**config.mk**
```make
export PLATFORM = sky130hd
export DESIGN_NAME = ls_sequencer
export DESIGN_NICKNAME = d
export VERILOG_FILES = /design/src/rtl/ls_sequencer.sv
export SDC_FILE = /design/constraint.sdc
export NUM_CORES = 1
export LEC_CHECK = 0
export CAP_MARGIN = 20
export CORE_UTILIZATION = 41
export DETAILED_ROUTE_END_ITERATION = 12
export GPL_ROUTABILITY_DRIVEN = 0
export PLACE_DENSITY = 0.79
export SYNTH_ARGS = -nofsm -noshare
export SYNTH_HDL_FRONTEND = slang
export SYNTH_SLANG_ARGS = --single-unit
```
**constraint.sdc**
```tcl
create_clock -name clk -period 2.2 [get_ports clk]
set_clock_uncertainty 0.15 [all_clocks]
set_input_delay 0.66 -clock clk [delete_from_list [all_inputs] [get_ports clk]]
set_output_delay 0.66 -clock clk [all_outputs]
set_load 0.005 [all_outputs]
```
**src/rtl/ls_sequencer.sv**
```systemverilog
// ls_sequencer -- load/store control sequencer for the uPower ld/std pair.
//
// Accepts one instruction at a time, decodes it, drives the ALU for the
// effective-address add, runs a bounded-wait data-memory access and (for ld)
// a register-file writeback. Completion is reported with a one-cycle done
// pulse, accompanied by illegal or timeout when the operation was aborted.
//
// Ports
//   clk        : clock, rising-edge active
//   rst        : asynchronous active-low reset
//   start      : request to execute instr (ignored while busy)
//   instr      : instruction word, captured when start is accepted
//   mem_ready  : data memory has completed the current access
//   instr_q    : captured instruction (feeds register/immediate fields)
//   alu_op     : ALU operation select (ALU_ADD in ADDR/MEM/WB, else 0)
//   mem_read   : data memory read enable (ld in MEM)
//   mem_write  : data memory write enable (std in MEM)
//   reg_write  : register-file write enable (WB)
//   busy       : operation in progress
//   done       : one-cycle completion pulse
//   illegal    : one-cycle pulse with done for an unsupported encoding
//   timeout    : one-cycle pulse with done for an aborted memory access
module ls_sequencer #(
  parameter logic [3:0]  ALU_ADD  = 4'b0010,
  parameter int unsigned MAX_WAIT = 15
) (
  input  logic        clk,
  input  logic        rst,
  input  logic        start,
  input  logic [31:0] instr,
  input  logic        mem_ready,
  output logic [31:0] instr_q,
  output logic [3:0]  alu_op,
  output logic        mem_read,
  output logic        mem_write,
  output logic        reg_write,
  output logic        busy,
  output logic        done,
  output logic        illegal,
  output logic        timeout
);

  typedef enum logic [2:0] {
    IDLE   = 3'd0,
    DECODE = 3'd1,
    ADDR   = 3'd2,
    MEM    = 3'd3,
    WB     = 3'd4,
    FIN    = 3'd5,
    ERR    = 3'd6
  } state_t;

  localparam logic [3:0] MAX_WAIT_C = 4'(MAX_WAIT);

  state_t      state_q, state_d;
  logic [31:0] instr_d;
  logic [3:0]  wcnt_q, wcnt_d;
  // Records why ERR was entered; outputs in ERR decode it with the state,
  // so illegal/timeout stay purely state-derived.
  logic        tmo_q, tmo_d;

  logic is_ld, is_std;

  assign is_ld  = (instr_q[31:26] == 6'b111010) && (instr_q[1:0] == 2'b00);
  assign is_std = (instr_q[31:26] == 6'b111110) && (instr_q[1:0] == 2'b00);

  always_ff @(posedge clk or negedge rst) begin
    if (!rst) begin
      state_q <= IDLE;
      instr_q <= '0;
      wcnt_q  <= '0;
      tmo_q   <= 1'b0;
    end else begin
      state_q <= state_d;
      instr_q <= instr_d;
      wcnt_q  <= wcnt_d;
      tmo_q   <= tmo_d;
    end
  end

  always_comb begin
    state_d   = state_q;
    instr_d   = instr_q;
    wcnt_d    = wcnt_q;
    tmo_d     = tmo_q;
    alu_op    = '0;
    mem_read  = 1'b0;
    mem_write = 1'b0;
    reg_write = 1'b0;
    busy      = 1'b1;
    done      = 1'b0;
    illegal   = 1'b0;
    timeout   = 1'b0;

    unique case (state_q)
      IDLE: begin
        busy = 1'b0;
        if (start) begin
          instr_d = instr;
          state_d = DECODE;
        end
      end
      DECODE: begin
        if (is_ld || is_std) begin
          state_d = ADDR;
        end else begin
          tmo_d   = 1'b0;
          state_d = ERR;
        end
      end
      ADDR: begin
        alu_op  = ALU_ADD;
        wcnt_d  = '0;
        state_d = MEM;
      end
      MEM: begin
        alu_op    = ALU_ADD;
        mem_read  = is_ld;
        mem_write = is_std;
        // mem_ready wins over the timeout check in the same cycle
        if (mem_ready) begin
          state_d = is_ld ? WB : FIN;
        end else if (wcnt_q == MAX_WAIT_C) begin
          tmo_d   = 1'b1;
          state_d = ERR;
        end else begin
          wcnt_d = wcnt_q + 4'd1;
        end
      end
      WB: begin
        alu_op    = ALU_ADD;
        reg_write = 1'b1;
        state_d   = FIN;
      end
      FIN: begin
        done    = 1'b1;
        state_d = IDLE;
      end
      ERR: begin
        done    = 1'b1;
        illegal = !tmo_q;
        timeout = tmo_q;
        state_d = IDLE;
      end
      default: begin
        busy    = 1'b0;
        state_d = IDLE;
      end
    endcase
  end

endmodule

```
==> impl_metrics.tcl <==
set metrics [dict create \
    status "finished with violations" \
    violations "setup timing" \
    fin_tns_setup_ns -0.03819 \
    synth.top_cells.by_count "dfrtp_1 (40), mux2_2 (30), nand2_1 (7), nor2_1 (6)" \
    yosys.area.top_type_share_pct 55.90 \
    grt_pass1_vias 1452 \
    ys_seq_area_share_pct 55.90 \
    grt.total_usage_pct 20.55 \
    grtUsageMet2_pct 34.80 \
    dieHeight_um 68.09 \
    setup_viol 1 \
    ys_types 35 \
    area_growth_pct 65.20 \
    cellPowerDensity_nw_per_um2 1378 \
    drive_gt1_share_pct 34.29 \
    rows 23 \
    critPathRequiredTime_ns 1.39 \
    grt_max_degree 41 \
    synth_area_um2 1790 \
    rsz0062_at_grt "true" \
    die_area_um2 4636 \
    post-route-drc-count 0 \
    synth_area_leader_cell "dfrtp_1" \
    slowest_delay_ns 0.38 \
    grtUsageMet1_pct 23.17 \
    core_um2 4086 \
    r2r-start "state_q[2]" \
    post-route-worst-setup-slack_ns -0.03819 \
    postSynthAreaPerCell_um2 12.97 \
    routed_wirelength_um 4636 \
    nets 281 \
    antenna_left 0 \
    post-place-ws_ns -0.1131 \
    portBuffers 75 \
    fill_cells 291 \
    vias_per_cell 5.176 \
    ys.flop_type "dfrtp_1" \
    hp-class "primary input to async pin" \
    min_period_ns 2.238 \
    htree_levels 2 \
    dp_hpwl_um 3244 \
    cp_data_arrival_time_ns 1.43 \
    critPathLaunchType "flip-flop" \
    drt_iter0_drc 55 \
    power_mw 4.075 \
    cts.path.max_buffers 2 \
    multi_input_area_um2 782.0 \
    syn_inst 138 \
    final_hold_viol_count 0 \
    finish.utilization_pct 72.38 \
    clockRootBuffer "clkbuf_8" \
    fmaxAchievable_mhz 446.8 \
    cp-end-kind "output port" \
    vias 1527 \
    crit_family "simple AND/OR/NAND/NOR gates" \
    drtPass1Iterations 4 \
    cap_violations 0 \
    grt_first_pass_wirelength_um 6686 \
    period_share_pct 101.7 \
    grt_antenna_before_repair 0 \
    synth_edf_count 0 \
    cts_tree "yes" \
    initial_core_util_pct 43.82 \
    seqCellArea_um2 1001 \
    async_flop_share_pct 100.0 \
    crit_chain "nand3b_1, buf_4, nor4_2, buf_2" \
    insertion_delay_ns 0.29 \
    worstSetupPathType "flip-flop to output port" \
    crit_start "instr_q[26]" \
    ys_seq_elements 40 \
    antennaDiodeCount 0 \
    num_io_pins 79 \
    synth.most_common_cell "dfrtp_1" \
    clock_sinks 40 \
    synth_area_leaders "dfrtp_1 (56%), mux2_2 (19%), buf_6 (1.9%)" \
    cts.clk_slew.worst_paths_ns 0.07 \
    crit_buf_inv 2 \
    grt.busiest_layer "met2" \
    irDropWorstVdd_mv 0.7768 \
    p_leak_nw 1.300 \
    cp_max_fo 5 \
    numCtsBuffers 5 \
    met3_usage_pct 8.000 \
    grt-ovfl-total 0 \
    cpMaxStageDelayCell "dfrtp_1" \
    die_x_um 68.09 \
    routedWlPerCell_um 15.72 \
    yosys_warnings 0 \
    finalMaxSlewViolations 0 \
]
==> path summary, 6_finish.rpt <==
path                          endpoint  slack, ns  cells after the start
min                          wcnt_q[2]       0.26                      2
max reg2reg                instr_q[11]       0.18                      6
max                          mem_write      -0.04                      4
min in group clk            instr_q[4]       0.36                      1
min reg2reg                 instr_q[4]       0.36                      1
max in group asynchronous   instr_q[0]       1.30                      2
==> through the flow <==
stage | hold slack, ns | instances | instance area [um^2]
after floorplan | 0.2144 | 140 | 1798
after global placement | 0.3215 | 276 | 2698
after detailed placement | 0.3454 | 276 | 2698
after CTS | 0.2793 | 291 | 2878
after global routing | 0.3105 | 295 | 2958
final | 0.2578 | 295 | 2958
==> cell families after synthesis <==
group | Yosys count | synth area share, %
flip-flops | 40 | 55.90
multiplexers | 32 | 20.13
AND/OR/NAND/NOR | 32 | 11.18
AO/OA/AOI/OAI | 18 | 6.569
buffers and inverters | 13 | 4.822
adder cells (fa/ha/maj) | 1 | 0.6987
other | 1 | 0.2094
XOR/XNOR | 1 | 0.4893
==> per-layer routing <==
| layer | share of wire, % | wire (um) |
|---|---|---|
| met4 | 1.5 | 70 |
| met1 | 40 | 1848 |
| met5 | 0 | 0 |
| met3 | 7.4 | 344 |
| met2 | 51 | 2373 |
==> registers in the layout, summed over array words and instances (netlist names) <==
name and flops:
instr_q 32, wcnt_q 4, tmo_q 1, state_q 3
==> placed cells by master (no fill, tap or decap), types with 2 or more instances in the layout <==
cell type	n
nor4_2	2
dlygate4sd2_1	2
a21oi_1	3
clkdlybuf4s50_1	65
nand2b_1	2
o211ai_1	2
clkbuf_8	5
mux2_2	30
nand2_1	5
clkdlybuf4s15_1	2
a31oi_1	2
conb_1	3
inv_1	4
buf_2	4
nor2_1	5
nand4_1	2
buf_4	25
o21ai_0	4
dfrtp_1	40
mux2_1	2
buf_6	5
==> where the power goes <==
group	leakage (nW)	switching [mW]	internal, mW
clock network	0.0552	0.237	0.336
logic	0.761	0.787	1.39
registers	0.484	0.233	1.09
==> area by class of cell <==
class / count / share of cell area [%]
Clock inverter: 2 / 1.184
Clock buffer: 6 / 2.453
Multi-Input combinational cell: 87 / 26.44
Inverter: 4 / 0.5076
Tap cell: 50 / 2.115
Timing Repair Buffer: 106 / 33.46
Sequential cell: 40 / 33.84
==> what timing repair did <==
item	4_1_cts	5_1_grt
resized for setup	28	14
pin swaps	1	4
endpoints found under the setup margin	8	8
setup buffers	7	4
hold buffers	0	0
No activity file was read; power rests on OpenSTA's default activity.
==> patch (same settings) <==
Make the reset (`rst`) synchronous in one clocked block. Comments in the files are not updated.
--- a/src/rtl/ls_sequencer.sv
+++ b/src/rtl/ls_sequencer.sv
@@ -65,5 +65,5 @@
   assign is_std = (instr_q[31:26] == 6'b111110) && (instr_q[1:0] == 2'b00);
 
-  always_ff @(posedge clk or negedge rst) begin
+  always_ff @(posedge clk) begin
     if (!rst) begin
       state_q <= IDLE;
Function: differs if rst is asserted again (counterexample within 4 cycles, from zero or initial values and one cycle with rst low); with rst held inactive, the same outputs for 10 cycles.
==> patch against the unedited design <==
The flow still finishes with violations (negative setup slack); synthesized area about the same; highest routed layer unchanged; cell area decreased by 1.6%; wire length decreased by 5.0%; sequential cell count unchanged; setup slack got worse by 0.063 ns; hold slack improved by 0.045 ns; critical path type unchanged; fmax decreased by 2.7%.
Power is not compared: it rests on default switching activity, and its combinational part moved more than twofold at a synthesized area within 25%.
==> patch: results (changes against the unedited design) <==
# fillers: 323 (was 291)
IO Port Bufs: 75 (unchanged)
layout cell share with drive strength beyond 1: 0.181 (was 0.343)
Antenna Diode Count: 0 (unchanged)
Initial DRC Count: 77 (was 55)
dpl hpwl: 2960 um (was 3240 um)
synth warn: 0 (unchanged)
violated checks: negative setup slack (unchanged)
type of the worst min-delay path: reg2reg (was in2async)
wire length per cell: 12.3 um (was 15.7 um)
Root Driver: clkbuf_8 (unchanged)
DR pass1 iterations: 6 (was 4)
Synth area leaders: dfxtp_1, nand2_1, a21boi_1 (was dfrtp_1, mux2_2, buf_6)
crit-path max FO: 3 (was 5)
largest net degree at the start of global routing: 43 (was 41)
CTS Buf Count: 5 (unchanged)
Leak Pwr: 1.24 nW
post-synthesis cell type count: 38 (was 35)
dominant synthesized flop cell: dfxtp_1 (was dfrtp_1)
Synth async-reset ratio: 0 (was 1.00)
Final nets: 345 (was 281)
antenna violations before repair: 0 (unchanged)
vias per std cell: 4.92 (was 5.18)
sequential share of the synthesized area: 0.448 (was 0.559)
Commonest cells post-synth: nand2_1, dfxtp_1, a21boi_1 (was dfrtp_1, mux2_2, nand2_1)
synthesized area: 1790 um^2 (about the same)
number of global-route vias before repair: 1626 (was 1452)
setup ws final: -0.101 ns (was -0.0382 ns)
htree depth: 2 (unchanged)
Reg clk slew, reported paths: 0.08 ns
setup_tns: -0.161 ns (was -0.0382 ns)
Longest Clk Path Bufs: 2 (unchanged)
worst vdd ir: 0.000443 V
crit path DAT: 1.49 ns (was 1.43 ns)
final setup fails: 2 (was 1)
run status: finished, violations left (unchanged)
first-pass GRT wire length: 6910 um (was 6690 um)
worst hold path depth: 2
GR Util All Layers: 0.204 (was 0.205)
==> patch: what timing repair did <==
action	CTS	global route
pin swaps	3	3
gates resized for setup	16	17
setup buffers	2	4
setup endpoints to repair	8	7
==> patch: per-stage QoR <==
stage | worst slack, ns | std cells | cell area (um^2) | util
floorplan | 0.231 | 215 | 1800 | -
global placement | -0.214 | 345 | 2690 | 0.659
detailed placement | -0.261 | 345 | 2690 | 0.659
CTS | -0.178 | 355 | 2840 | 0.696
global route | -0.196 | 359 | 2910 | 0.712
finish | -0.101 | 359 | 2910 | 0.712
==> patch: where the power goes <==
| part | internal [mW] | leakage [nW] | switching (mW) |
|---|---|---|---|
| Combinational | 0.468 | 0.846 | 0.349 |
| Clock | 0.400 | 0.0645 | 0.243 |
| Sequential | 0.831 | 0.329 | 0.0716 |
==> patch: cell type report <==
type	count	area, um^2	share of cell area
Timing Repair Buffer	103	963	0.331
Clock inverter	1	30.0	0.0103
Tap cell	50	62.6	0.0215
Inverter	1	3.75	0.00129
Clock buffer	7	96.3	0.0331
Multi-Input combinational cell	157	941	0.323
Sequential cell	40	812	0.279
==> patch: kinds of logic after synthesis <==
family                     after synthesis  share of synthesized area
muxes                                    1                    0.00559
other                                    1                    0.00210
adders and majority gates                1                    0.00699
AOI/OAI and AO/OA                       47                      0.198
DFF                                     40                      0.448
buffers and inverters                   18                     0.0608
and+or+nand+nor                        104                      0.274
xor gates and xnor gates                 1                    0.00490
==> patch: worst paths after layout <==
kind,startpoint,to,slack [ns]
setup / recovery,instr_q[1],mem_read,-0.10
hold / removal,instr_q[9],instr_q[9],0.30
setup reg to reg,state_q[0],instr_q[15],0.38
hold reg to reg,instr_q[9],instr_q[9],0.30
==> patch: per-layer routing <==
layer  vias up  part of all wire  routed length [um]  track usage
met5         -                 0                   0            0
met4         0            0.0095                  42       0.0781
met3         4             0.076                 336       0.0950
met2        59              0.49                2170        0.360
met1       802              0.42                1860        0.206
li1        901                 -                   -            -
==> patch: critical path, cell delays in order (launching register included) <==
cell and delay (ns):
dfxtp_2 0.34, nor4bb_4 0.33, and3_4 0.24, nor3b_2 0.15, buf_2 0.14
